`config.mk`:
```
export PLATFORM = sky130hd
export DESIGN_NAME = shop_user_db_flat
export DESIGN_NICKNAME = d
export VERILOG_FILES = /design/src/rtl/shop_user_db_if.sv /design/src/rtl/shop_user_db.sv /design/src/flat_wrapper.sv
export SDC_FILE = /design/constraint.sdc
export NUM_CORES = 2
export LEC_CHECK = 0
export BUFFER_PORTS_ARGS = -buffer_cell sky130_fd_sc_hd__buf_2
export CORE_MARGIN = 2
export CORE_UTILIZATION = 38
export DETAILED_ROUTE_END_ITERATION = 16
export SKIP_CTS_REPAIR_TIMING = 1
export SYNTH_ARGS = -nofsm -noshare
export SYNTH_HDL_FRONTEND = slang
export SYNTH_SLANG_ARGS = --single-unit
```
`constraint.sdc`:
```
create_clock -name i_clk -period 2.9 [get_ports i_clk]
set_clock_uncertainty 0.2 [all_clocks]
set_input_delay 0.435 -clock i_clk [delete_from_list [all_inputs] [get_ports i_clk]]
set_output_delay 0.435 -clock i_clk [all_outputs]
set_load 0.02 [all_outputs]
```
`src/rtl/shop_user_db_if.sv`:
```
// Token/response bus between the shop command source and shop_user_db.
// The master drives tokens; the slave (the user database) answers with status words.
interface shop_user_db_if #(
    parameter int I_A_NUM_ASCII_CHARS = 7,
    parameter int O_A_NUM_ASCII_CHARS = 9,
    parameter int I_U_NUM_BITS        = 4
);
    logic                             i_rdy;
    logic [I_A_NUM_ASCII_CHARS*8-1:0] i_a;
    logic [I_U_NUM_BITS-1:0]          i_u;
    logic [O_A_NUM_ASCII_CHARS*8-1:0] o_a;
    logic                             o_vld;

    modport master (
        output i_rdy, i_a, i_u,
        input  o_a, o_vld
    );

    modport slave (
        input  i_rdy, i_a, i_u,
        output o_a, o_vld
    );
endinterface

```
`src/rtl/shop_user_db.sv`:
```
// Command-driven user table, admin account and login session for the shop database.
// Optional per-user bad-password lockout is enabled with `define SHOP_LOCKOUT_EN.
//
// state      | meaning
// S_CMD      | waiting for a command token
// S_USERNAME | waiting for the username of the latched command
// S_PASSWORD | waiting for the password (login check or new-user password)
// S_PERMS    | waiting for the new user's permission code on i_u
module shop_user_db #(
    parameter int I_A_NUM_ASCII_CHARS = 7,
    parameter int O_A_NUM_ASCII_CHARS = 9,
    parameter int I_U_NUM_BITS        = 4,
    parameter int MAX_USERS           = 8,
    parameter int SLOT_BITS           = 4,
    parameter logic [I_A_NUM_ASCII_CHARS*8-1:0] ADMIN_USERNAME = "Adm",
    parameter logic [I_A_NUM_ASCII_CHARS*8-1:0] ADMIN_PASSWORD = "AdmPass",
    parameter int MAX_FAILS           = 3
) (
    input  logic                    i_clk,
    input  logic                    i_reset_n,
    shop_user_db_if.slave           bus,
    output logic                    o_logged_in,
    output logic [SLOT_BITS-1:0]    o_cur_slot,
    output logic [I_U_NUM_BITS-1:0] o_cur_perms
);
    localparam int IW = I_A_NUM_ASCII_CHARS * 8;
    localparam int OW = O_A_NUM_ASCII_CHARS * 8;

    localparam logic [IW-1:0] K_LOGIN  = "Login";
    localparam logic [IW-1:0] K_ADDUSR = "AddUsr";
    localparam logic [IW-1:0] K_DELUSR = "DelUsr";
    localparam logic [IW-1:0] K_LOGOUT = "Logout";

    localparam logic [OW-1:0] M_CMD      = "Cmd?";
    localparam logic [OW-1:0] M_INVCMD   = "InvalCmd";
    localparam logic [OW-1:0] M_INVPERM  = "InvalPerm";
    localparam logic [OW-1:0] M_FULL     = "UsrsFull";
    localparam logic [OW-1:0] M_LOGOUT   = "LoggedOut";
    localparam logic [OW-1:0] M_NOSESS   = "NoSession";
    localparam logic [OW-1:0] M_USRNAME  = "Usrname?";
    localparam logic [OW-1:0] M_PASSWD   = "Passwd?";
    localparam logic [OW-1:0] M_UNKNOWN  = "UsrUnknwn";
    localparam logic [OW-1:0] M_TAKEN    = "UsrTaken";
    localparam logic [OW-1:0] M_NODELADM = "NoDelAdmn";
    localparam logic [OW-1:0] M_DELETED  = "UsrDeletd";
    localparam logic [OW-1:0] M_LOGGEDIN = "LoggedIn";
    localparam logic [OW-1:0] M_BADPASS  = "BadPass";
    localparam logic [OW-1:0] M_PERMS    = "Perms?";
    localparam logic [OW-1:0] M_ADDED    = "UsrAdded";
`ifdef SHOP_LOCKOUT_EN
    localparam logic [OW-1:0] M_LOCKED   = "UsrLocked";
`endif

    if (MAX_USERS < 2 || MAX_USERS > 16 || (2**SLOT_BITS) < MAX_USERS || MAX_FAILS < 1) begin : g_param_check
        $error("shop_user_db: illegal parameter combination");
    end

    typedef enum logic [1:0] {S_CMD, S_USERNAME, S_PASSWORD, S_PERMS} state_t;
    typedef enum logic [1:0] {C_LOGIN, C_ADD, C_DEL} cmd_t;

    state_t r_state, w_state_nxt;
    cmd_t   r_cmd, w_cmd_nxt;

    logic [IW-1:0]           r_name [MAX_USERS];
    logic [IW-1:0]           r_pass [MAX_USERS];
    logic [I_U_NUM_BITS-1:0] r_perm [MAX_USERS];
    logic [MAX_USERS-1:0]    r_occ;

    logic [SLOT_BITS-1:0] r_tgt, w_tgt_nxt;
    logic [IW-1:0]        r_new_name, r_new_pass;
    logic [OW-1:0]        r_msg, w_msg;
    logic                 r_vld;
    logic                 r_logged_in;
    logic [SLOT_BITS-1:0] r_cur_slot;

    logic                    w_hit, w_full, w_pass_ok, w_is_admin;
    logic [SLOT_BITS-1:0]    w_hit_slot, w_free_slot;
    logic [I_U_NUM_BITS-1:0] w_perms;
    logic w_stage_name, w_stage_pass, w_commit, w_del, w_sess_set, w_sess_clr;

    // Lowest index wins for both name hits and free slots (loop runs high to low).
    always_comb begin
        w_hit       = 1'b0;
        w_hit_slot  = '0;
        w_full      = 1'b1;
        w_free_slot = '0;
        w_pass_ok   = 1'b0;
        w_perms     = '0;
        for (int i = MAX_USERS - 1; i >= 0; i--) begin
            if (r_occ[i] && r_name[i] == bus.i_a) begin
                w_hit      = 1'b1;
                w_hit_slot = SLOT_BITS'(i);
            end
            if (!r_occ[i]) begin
                w_full      = 1'b0;
                w_free_slot = SLOT_BITS'(i);
            end
            if (r_tgt == SLOT_BITS'(i) && r_pass[i] == bus.i_a) w_pass_ok = 1'b1;
            if (r_logged_in && r_cur_slot == SLOT_BITS'(i)) w_perms = r_perm[i];
        end
    end

    assign w_is_admin = r_logged_in && (r_cur_slot == '0);

`ifdef SHOP_LOCKOUT_EN
    localparam int FW = $clog2(MAX_FAILS + 1);
    logic [FW-1:0] r_fail [MAX_USERS];
    logic          w_locked, w_fail_inc;

    always_comb begin
        w_locked = 1'b0;
        for (int i = 1; i < MAX_USERS; i++) begin
            if (r_occ[i] && r_name[i] == bus.i_a && r_fail[i] == FW'(MAX_FAILS)) w_locked = 1'b1;
        end
    end

    assign w_fail_inc = bus.i_rdy && (r_state == S_PASSWORD) && (r_cmd == C_LOGIN) && !w_pass_ok;

    always_ff @(posedge i_clk or negedge i_reset_n) begin
        if (!i_reset_n) begin
            for (int i = 0; i < MAX_USERS; i++) r_fail[i] <= '0;
        end else begin
            for (int i = 0; i < MAX_USERS; i++) begin
                if ((w_sess_set || w_commit) && r_tgt == SLOT_BITS'(i)) begin
                    r_fail[i] <= '0;
                end else if (w_del && w_hit_slot == SLOT_BITS'(i)) begin
                    r_fail[i] <= '0;
                end else if (w_fail_inc && r_tgt == SLOT_BITS'(i) && r_fail[i] != FW'(MAX_FAILS)) begin
                    r_fail[i] <= r_fail[i] + FW'(1);
                end
            end
        end
    end
`endif

    always_comb begin
        w_state_nxt  = r_state;
        w_cmd_nxt    = r_cmd;
        w_tgt_nxt    = r_tgt;
        w_msg        = r_msg;
        w_stage_name = 1'b0;
        w_stage_pass = 1'b0;
        w_commit     = 1'b0;
        w_del        = 1'b0;
        w_sess_set   = 1'b0;
        w_sess_clr   = 1'b0;
        if (bus.i_rdy) begin
            case (r_state)
                S_CMD: begin
                    if (bus.i_a == K_LOGIN) begin
                        w_msg       = M_USRNAME;
                        w_cmd_nxt   = C_LOGIN;
                        w_state_nxt = S_USERNAME;
                    end else if (bus.i_a == K_ADDUSR) begin
                        if (!w_is_admin)  w_msg = M_INVPERM;
                        else if (w_full)  w_msg = M_FULL;
                        else begin
                            w_msg       = M_USRNAME;
                            w_cmd_nxt   = C_ADD;
                            w_state_nxt = S_USERNAME;
                        end
                    end else if (bus.i_a == K_DELUSR) begin
                        if (!w_is_admin) w_msg = M_INVPERM;
                        else begin
                            w_msg       = M_USRNAME;
                            w_cmd_nxt   = C_DEL;
                            w_state_nxt = S_USERNAME;
                        end
                    end else if (bus.i_a == K_LOGOUT) begin
                        w_msg      = r_logged_in ? M_LOGOUT : M_NOSESS;
                        w_sess_clr = r_logged_in;
                    end else begin
                        w_msg = M_INVCMD;
                    end
                end
                S_USERNAME: begin
                    w_state_nxt = S_CMD;
                    case (r_cmd)
                        C_LOGIN: begin
                            if (!w_hit) w_msg = M_UNKNOWN;
`ifdef SHOP_LOCKOUT_EN
                            else if (w_locked) w_msg = M_LOCKED;
`endif
                            else begin
                                w_msg       = M_PASSWD;
                                w_tgt_nxt   = w_hit_slot;
                                w_state_nxt = S_PASSWORD;
                            end
                        end
                        C_ADD: begin
                            if (w_hit) w_msg = M_TAKEN;
                            else begin
                                w_msg        = M_PASSWD;
                                w_tgt_nxt    = w_free_slot;
                                w_stage_name = 1'b1;
                                w_state_nxt  = S_PASSWORD;
                            end
                        end
                        default: begin
                            if (!w_hit)                 w_msg = M_UNKNOWN;
                            else if (w_hit_slot == '0)  w_msg = M_NODELADM;
                            else begin
                                w_msg = M_DELETED;
                                w_del = 1'b1;
                            end
                        end
                    endcase
                end
                S_PASSWORD: begin
                    w_state_nxt = S_CMD;
                    if (r_cmd == C_ADD) begin
                        w_msg        = M_PERMS;
                        w_stage_pass = 1'b1;
                        w_state_nxt  = S_PERMS;
                    end else if (w_pass_ok) begin
                        w_msg      = M_LOGGEDIN;
                        w_sess_set = 1'b1;
                    end else begin
                        w_msg = M_BADPASS;
                    end
                end
                default: begin
                    // The new slot only becomes visible here, so an abandoned add leaves no trace.
                    w_msg       = M_ADDED;
                    w_commit    = 1'b1;
                    w_state_nxt = S_CMD;
                end
            endcase
        end
    end

    always_ff @(posedge i_clk or negedge i_reset_n) begin
        if (!i_reset_n) begin
            r_state     <= S_CMD;
            r_cmd       <= C_LOGIN;
            r_tgt       <= '0;
            r_new_name  <= '0;
            r_new_pass  <= '0;
            r_msg       <= M_CMD;
            r_vld       <= 1'b0;
            r_logged_in <= 1'b0;
            r_cur_slot  <= '0;
        end else begin
            r_state <= w_state_nxt;
            r_cmd   <= w_cmd_nxt;
            r_tgt   <= w_tgt_nxt;
            r_vld   <= bus.i_rdy;
            if (bus.i_rdy)    r_msg      <= w_msg;
            if (w_stage_name) r_new_name <= bus.i_a;
            if (w_stage_pass) r_new_pass <= bus.i_a;
            if (w_sess_set) begin
                r_logged_in <= 1'b1;
                r_cur_slot  <= r_tgt;
            end else if (w_sess_clr) begin
                r_logged_in <= 1'b0;
                r_cur_slot  <= '0;
            end
        end
    end

    always_ff @(posedge i_clk or negedge i_reset_n) begin
        if (!i_reset_n) begin
            for (int i = 0; i < MAX_USERS; i++) begin
                r_occ[i]  <= (i == 0);
                r_name[i] <= (i == 0) ? ADMIN_USERNAME : '0;
                r_pass[i] <= (i == 0) ? ADMIN_PASSWORD : '0;
                r_perm[i] <= (i == 0) ? '1 : '0;
            end
        end else begin
            for (int i = 0; i < MAX_USERS; i++) begin
                if (w_commit && r_tgt == SLOT_BITS'(i)) begin
                    r_occ[i]  <= 1'b1;
                    r_name[i] <= r_new_name;
                    r_pass[i] <= r_new_pass;
                    r_perm[i] <= bus.i_u;
                end else if (w_del && w_hit_slot == SLOT_BITS'(i)) begin
                    r_occ[i]  <= 1'b0;
                    r_name[i] <= '0;
                    r_pass[i] <= '0;
                    r_perm[i] <= '0;
                end
            end
        end
    end

    assign bus.o_a     = r_msg;
    assign bus.o_vld   = r_vld;
    assign o_logged_in = r_logged_in;
    assign o_cur_slot  = r_cur_slot;
    assign o_cur_perms = w_perms;
endmodule

```
`src/flat_wrapper.sv`:
```
// flat-port wrapper written by rule: the top's interface ports become plain ports
module shop_user_db_flat 
#(
    parameter int I_A_NUM_ASCII_CHARS = 7,
    parameter int O_A_NUM_ASCII_CHARS = 9,
    parameter int I_U_NUM_BITS        = 4,
    parameter int MAX_USERS           = 8,
    parameter int SLOT_BITS           = 4,
    parameter logic [I_A_NUM_ASCII_CHARS*8-1:0] ADMIN_USERNAME = "   ",
    parameter logic [I_A_NUM_ASCII_CHARS*8-1:0] ADMIN_PASSWORD = "       ",
    parameter int MAX_FAILS           = 3
)
  (i_clk, i_reset_n, o_logged_in, o_cur_slot, o_cur_perms, bus_i_rdy, bus_i_a, bus_i_u, bus_o_a, bus_o_vld);
  shop_user_db_if #(.I_A_NUM_ASCII_CHARS(I_A_NUM_ASCII_CHARS), .O_A_NUM_ASCII_CHARS(O_A_NUM_ASCII_CHARS), .I_U_NUM_BITS(I_U_NUM_BITS)) bus_i ();
  input  logic i_clk;
  input  logic i_reset_n;
  output logic o_logged_in;
  output logic [SLOT_BITS-1:0] o_cur_slot;
  output logic [I_U_NUM_BITS-1:0] o_cur_perms;
  input wire logic [$bits(bus_i.i_rdy)-1:0] bus_i_rdy;
  input wire logic [$bits(bus_i.i_a)-1:0] bus_i_a;
  input wire logic [$bits(bus_i.i_u)-1:0] bus_i_u;
  output wire logic [$bits(bus_i.o_a)-1:0] bus_o_a;
  output wire logic [$bits(bus_i.o_vld)-1:0] bus_o_vld;
  assign bus_i.i_rdy = bus_i_rdy;
  assign bus_i.i_a = bus_i_a;
  assign bus_i.i_u = bus_i_u;
  assign bus_o_a = bus_i.o_a;
  assign bus_o_vld = bus_i.o_vld;
  shop_user_db #(.I_A_NUM_ASCII_CHARS(I_A_NUM_ASCII_CHARS), .O_A_NUM_ASCII_CHARS(O_A_NUM_ASCII_CHARS), .I_U_NUM_BITS(I_U_NUM_BITS), .MAX_USERS(MAX_USERS), .SLOT_BITS(SLOT_BITS), .ADMIN_USERNAME(ADMIN_USERNAME), .ADMIN_PASSWORD(ADMIN_PASSWORD), .MAX_FAILS(MAX_FAILS)) u_core (.i_clk(i_clk), .i_reset_n(i_reset_n), .bus(bus_i), .o_logged_in(o_logged_in), .o_cur_slot(o_cur_slot), .o_cur_perms(o_cur_perms));
endmodule
```
# --- After elaboration in Yosys (flattened, before gate mapping) ---
# Index checks and enable logic that the tools add are counted.
op_classes:
  eq_ne: 50
  mux: 166
  reduce_logical: 62
op_table:
  columns: ["op", "count"]
  rows:
  - ["56-bit two-way mux", 24]
  - ["56-bit equality test", 16]
  - ["72-bit two-way mux", 7]
  - ["72-bit one-hot mux with 3 select lines", 1]
  - ["56-bit by 47-bit equality test with 1-bit output (second input constant)", 3]
  - ["72-bit one-hot mux with 2 select lines", 1]
  - ["71-bit two-way mux", 2]
  - ["4-bit two-way mux", 35]
  - ["63-bit two-way mux", 2]
  - ["69-bit two-way mux", 1]
  - ["1-bit two-way mux", 66]
  - ["66-bit two-way mux", 1]
  - ["56-bit by 39-bit equality test with 1-bit output (second input constant)", 1]
  - ["4-bit by 3-bit equality test with 1-bit output (second input constant)", 12]
  - ["1-bit logical AND", 40]
  - ["37-bit two-way mux", 1]
  - ["3-bit two-way mux", 9]
  - ["2-bit two-way mux", 13]
  - ["4-bit by 2-bit equality test with 1-bit output (second input constant)", 6]
  - ["2-bit nonzero test", 11]
  - ["4-bit by 1-bit equality test with 1-bit output (second input constant)", 3]
  - ["4-bit zero test", 3]
  - ["5-bit AND reduction", 2]
  - ["4-bit one-hot mux with 2 select lines", 1]
  - ["other kinds (15)", 17]
word_totals:
  register_bits: 1134
  in_bits: 63
  wordCells: 319

# --- Logic depth before layout (Yosys ltp) ---
depth:
  depth_word: 19
  ltp_mapped: 14
  mapped_depth_nobuf: 9

# --- Least setup slack after synthesis ---
# OpenSTA, ideal clock, no wires.
synth_timing:
  path_kind: "input port to flip-flop"
  startpoint: "in bus_i_a[30]"
  endpoint: "reg u_core.r_occ[2]"
  setup_time_ps: 133
  arrival_ps: 2813
  path_slack_ps: -245
  cell_stages: 10
  n_path_buf: 3
  path_cell_list: "buf_6 -> xor2_1 -> nand2b_1 -> a221o_1 -> or4_1 -> or4_4 -> nor4_4 -> buf_6 -> buf_12 -> o21ai_2"
synth_via:
  elab_chain_cells: 18
  elab_cells_between_ends: 41
  classes_between: "eq/ne (9); mux (21); reduce/logical (11)"
synth_lines:
  columns: ["element", "line", "source"]
  rows:
  - ["start, declared", "flat_wrapper.sv:21", "input wire logic [$bits(bus_i.i_a)-1:0] bus_i_a;"]
  - ["56-bit equality test", "shop_user_db.sv:90", "if (r_occ[i] && r_name[i] == bus.i_a) begin"]
  - ["1-bit logical AND", "shop_user_db.sv:90", null]
  - ["3-bit two-way mux", "shop_user_db.sv:90", null]
  - ["4-bit two-way mux (7 in series)", "shop_user_db.sv:90", null]
  - ["4-bit zero test", "shop_user_db.sv:201", "else if (w_hit_slot == '0) w_msg = M_NODELADM;"]
  - ["1-bit two-way mux", "shop_user_db.sv:201", null]
  - ["1-bit two-way mux", "shop_user_db.sv:200", "if (!w_hit) w_msg = M_UNKNOWN;"]
  - ["1-bit two-way mux", "shop_user_db.sv:178", "case (r_cmd)"]
  - ["1-bit two-way mux", "shop_user_db.sv:148", "case (r_state)"]
  - ["1-bit two-way mux", "shop_user_db.sv:147", "if (bus.i_rdy) begin"]
  - ["1-bit logical AND *", "shop_user_db.sv:276", "end else if (w_del && w_hit_slot == SLOT_BITS'(i)) begin"]
  - ["2-bit nonzero test (no line) *", null, null]
  - ["end signal, assigned by index", "shop_user_db.sv:264", "r_occ[i] <= (i == 0);"]
  - ["end, declared", "shop_user_db.sv:67", "logic [MAX_USERS-1:0] r_occ;"]
# Mark *: on every way between the ends. The rest lies on a longest branch, timed or not.
# A chain may end at the register's enable or synchronous reset.

# --- Final worst setup path ---
layout_timing:
  startpoint: "reg u_core.r_name[364] in the netlist's numbering"
  endpoint: "reg u_core.r_pass[243] in the netlist's numbering"
layout_via:
  elab_chain_cells: 12
  elab_cells_between_ends: 15
  classes_between: "eq/ne (2); mux (9); reduce/logical (4)"
layout_lines:
  columns: ["element", "line", "source"]
  rows:
  - ["start, declared", "shop_user_db.sv:64", "logic [IW-1:0] r_name [MAX_USERS];"]
  - ["start signal, assigned by index", "shop_user_db.sv:265", "r_name[i] <= (i == 0) ? ADMIN_USERNAME : '0;"]
  - ["start signal, assigned by index", "shop_user_db.sv:273", "r_name[i] <= r_new_name;"]
  - ["56-bit equality test *", "shop_user_db.sv:90", null]
  - ["1-bit logical AND *", "shop_user_db.sv:90", null]
  - ["4-bit two-way mux (2 in series)", "shop_user_db.sv:90", null]
  - ["4-bit zero test", "shop_user_db.sv:201", null]
  - ["1-bit two-way mux", "shop_user_db.sv:201", null]
  - ["1-bit two-way mux", "shop_user_db.sv:200", null]
  - ["1-bit two-way mux", "shop_user_db.sv:178", null]
  - ["1-bit two-way mux", "shop_user_db.sv:148", null]
  - ["1-bit two-way mux", "shop_user_db.sv:147", null]
  - ["1-bit logical AND *", "shop_user_db.sv:276", null]
  - ["2-bit nonzero test (no line) *", null, null]
  - ["end signal, assigned by index", "shop_user_db.sv:266", "r_pass[i] <= (i == 0) ? ADMIN_PASSWORD : '0;"]
  - ["end signal, assigned by index", "shop_user_db.sv:274", "r_pass[i] <= r_new_pass;"]
  - ["end, declared", "shop_user_db.sv:65", "logic [IW-1:0] r_pass [MAX_USERS];"]
# Marks and branches as above.

==> flow_summary.ini <==
[synth]
synthMostInstantiatedCell = sky130_fd_sc_hd__dfrtp_1
synth-compound-area-share = 0.0724
synth_top_cells_by_count = sky130_fd_sc_hd__dfrtp_1 (1086), sky130_fd_sc_hd__xnor2_1 (630), sky130_fd_sc_hd__nand2_1 (577), sky130_fd_sc_hd__nor2_1 (539), sky130_fd_sc_hd__mux2i_1 (469)
synth.area.top_cells = sky130_fd_sc_hd__dfrtp_1 (48%), sky130_fd_sc_hd__xnor2_1 (9.8%), sky130_fd_sc_hd__mux2i_1 (8.3%), sky130_fd_sc_hd__nand2_1 (3.8%), sky130_fd_sc_hd__mux2_2 (3.8%)
summed_instance_area_of_the_synthesized_netlist_um2 = 56300
netlist-cell-type-count = 92
yosys.area_share.adder = 0.00111
synthMuxAreaShare = 0.123
synthXorXnorAreaFrac = 0.125
synth_top_cell_by_area = sky130_fd_sc_hd__dfrtp_1
postSynthRegisterBits = 1114
yosysWarnings = 0
main_combinational_cell_family_by_area_after_synthesis = simple AND/OR/NAND/NOR gates
synthFlopType = sky130_fd_sc_hd__dfrtp_1
synth_top_area_share = 0.483
async_flop_share = 1.00
syn_inst = 5418
synth_enable_flop_cells = 0
simple_logic_cell_fraction_of_the_synthesized_area = 0.136
yosysSeqAreaShare = 0.496
synth.avg_cell_area_um2 = 10.4

[floorplanning]
io-pin-count = 145
floorplan.rows = 141
placeableCoreArea_um2 = 147000
floorplan.die.width_um = 389
die_y_um = 389
dieArea_um2 = 151000
initial_core_util = 0.382

[timing]
final-setup-viol-count = 939
fmax_mhz = 273
drv_slew = 0
final-hold-violation-count = 0
timing.hold.ws_ps = 33.3
final.period_utilization = 1.26
post-route-worst-setup-slack_ps = -757
setup_tns_ps = -510890
timing_worst_slew_pin_value_ps = 1040
final.min_clock_period_ps = 3660
relSlewSlack = 0.308
grt_setup_unrepaired = yes

[place]
io_port_bufs = 128
hpwl_mm = 185
dp_cells = 7909
routabilityCongestion = 1.01

[routing]
drt_first_iter_violations = 5962
via_count = 47600
routed_wire_length_per_instance_um = 31.7
drtAntennaViolNets = 0
post_drt_via_cell_ratio = 5.81
drcViolationCount = 0
drt_first_pass_iters = 6
detail_route.wirelength_mm = 259

[critical_path]
start_kind = flop
setup.worst_path.end_class = flop
crit_path_start = u_core.r_name[364]
r2r_setup_slack_ps = -760
worst-endpoint-required_ps = 3410
worst-r2r-cell-count = 13
endpoint = u_core.r_pass[243]
timing.rr.end = u_core.r_pass[243]
worst-endpoint-arrival_ps = 4170
largest_fanout_on_the_critical_path = 28
crit_type = reg2reg
r2r-start = u_core.r_name[364]

[clocking]
clock-root-buffer = sky130_fd_sc_hd__clkbuf_16
h_tree_levels = 4
clockBufferDepth = 3
clkLatencyLatePin_ps = 790
cts_tree = yes
clk_pin_slew_worst_paths_ps = 60
number_of_sinks_driven_by_the_clock_tree = 1114
num_cts_buffers = 132

[flow_run]
cap_violations = 0

[power_and_ir_drop]
finalPower_mw = 36.2
ir_worst_vdd_mv = 0.514
power_per_cell_area_nw_per_um2 = 504
p_leak_nw = 31.5

[cells_and_area]
register_area_um2 = 27900
area_of_the_multi_input_gates_um2 = 26600
final_cell_count_no_fill = 8184
final_layout_size_suffix_gt1_frac = 0.268
fin_util = 0.488
nFillCells = 13400
synthToLayoutAreaGrowth_pct = 27.8
nNetsFinal = 6215

[min_path]
min-delay-path-class = in2reg

[global_routing]
grt_first_pass_wirelength_mm = 358
grt_use_total = 0.334
grt_pass1_vias = 45900
grt_start_max_net_pins = 81
grt_antenna_before_repair = 9
overflow_left_after_global_routing = 0

[outcome]
violated_checks = negative setup slack
run_status = complete, but fails checks
metal layers:
| metal | GRT usage | vias to the layer above | share of wire |
|---|---|---|---|
| met1 | 0.459 | 24200 | 0.40 |
| li1 | - | 19800 | - |
| met2 | 0.486 | 2961 | 0.42 |
| met5 | 0 | - | 0.00022 |
| met4 | 0.179 | 8 | 0.064 |
| met3 | 0.0802 | 613 | 0.11 |
cells by family after synthesis:
logic type,count (synthesis)
AOI/OAI and AO/OA,608
xor gates and xnor gates,801
adders and majority gates,5
buffers and inverters,564
DFF,1114
muxes,666
other,2
and+or+nand+nor,1658
worst min-delay path by stage:
stage                                  from                     to  slack (ps)  cells after the start
after floorplan                   i_reset_n     u_core.bus.o_a[11]         -60                      0
after global placement            i_reset_n     u_core.r_pass[404]         270                      1
after detailed placement  u_core.bus.o_a[3]      u_core.bus.o_a[3]         270                      1
after CTS                         i_reset_n     u_core.r_pass[427]        -550                      1
after global routing            bus_i_a[35]  u_core.r_new_name[35]           6                      3
final                           bus_i_a[35]  u_core.r_new_name[35]          30                      3
cells in the final DEF, fill, tap and decap left out, types with 12 or more instances in the layout:
cell type                   count
sky130_fd_sc_hd__o21ai_0      221
sky130_fd_sc_hd__nor4_1        82
sky130_fd_sc_hd__o21ai_2       31
sky130_fd_sc_hd__buf_12       161
sky130_fd_sc_hd__clkbuf_1      26
sky130_fd_sc_hd__nand4_1      184
sky130_fd_sc_hd__nor2_1       469
sky130_fd_sc_hd__nor2b_1       32
sky130_fd_sc_hd__xor2_1       169
sky130_fd_sc_hd__a31oi_1       13
sky130_fd_sc_hd__xnor2_1      625
sky130_fd_sc_hd__clkbuf_16    146
sky130_fd_sc_hd__nand3_1       43
sky130_fd_sc_hd__nand2b_1      90
sky130_fd_sc_hd__inv_1         64
sky130_fd_sc_hd__o21ai_1       51
sky130_fd_sc_hd__conb_1        16
sky130_fd_sc_hd__clkinv_2      17
sky130_fd_sc_hd__mux2i_1      469
sky130_fd_sc_hd__dfstp_2       28
sky130_fd_sc_hd__buf_4        754
sky130_fd_sc_hd__dfrtp_1     1086
sky130_fd_sc_hd__clkbuf_8      33
sky130_fd_sc_hd__a22o_1       120
sky130_fd_sc_hd__buf_2        127
sky130_fd_sc_hd__nor2_2        20
sky130_fd_sc_hd__nor3_1        26
sky130_fd_sc_hd__mux2_2       192
sky130_fd_sc_hd__o2111ai_1     22
sky130_fd_sc_hd__nor2_4        51
sky130_fd_sc_hd__bufinv_16     12
sky130_fd_sc_hd__nand2_1      575
sky130_fd_sc_hd__a21oi_1       36
power by group:
group | switching (mW) | internal, mW | total [mW]
clock network | 7.13 | 10.5 | 17.7
logic | 1.91 | 1.07 | 2.98
registers | 0.0147 | 15.6 | 15.6
state kept, by name (all words and copies together) (netlist names):
name and cells:
u_core.bus.o_a 54, u_core.bus.o_vld 1, u_core.o_cur_slot 3, u_core.o_logged_in 1, u_core.r_cmd 2, u_core.r_name 448
u_core.r_new_name 56, u_core.r_new_pass 56, u_core.r_occ 8, u_core.r_pass 448, u_core.r_perm 32, u_core.r_state 2
u_core.r_tgt 3
metrics by stage:
| stage | area, um2 | worst slack (ps) |
|---|---|---|
| after floorplan | 56600 | -175 |
| after global placement | 66100 | -2060 |
| after detailed placement | 66100 | -2090 |
| after CTS | 70600 | -1610 |
| after global routing | 71900 | -797 |
| final | 72000 | -757 |
cell type report:
type	instances	area share
sequential	1114	0.388
multi-input combinational	3754	0.370
timing repair buffer	1078	0.141
tap	1930	0.0336
antenna	4	0.000139
clock inverter	42	0.00852
clock buffer	195	0.0550
inverter	67	0.00353
worst max-delay path, cell delays in order (launching register included):
cell and delay, ps:
sky130_fd_sc_hd__dfrtp_1 390, sky130_fd_sc_hd__xnor2_1 610, sky130_fd_sc_hd__nand2_1 180, sky130_fd_sc_hd__nor4_1 240, sky130_fd_sc_hd__nand4_1 160, sky130_fd_sc_hd__buf_4 220
sky130_fd_sc_hd__nor2_1 230, sky130_fd_sc_hd__buf_4 180, sky130_fd_sc_hd__nor3_1 50, sky130_fd_sc_hd__and3_1 240, sky130_fd_sc_hd__nor2_4 140, sky130_fd_sc_hd__buf_12 230
sky130_fd_sc_hd__buf_12 250, sky130_fd_sc_hd__a22o_1 170
(Power assumes the default switching activity.)
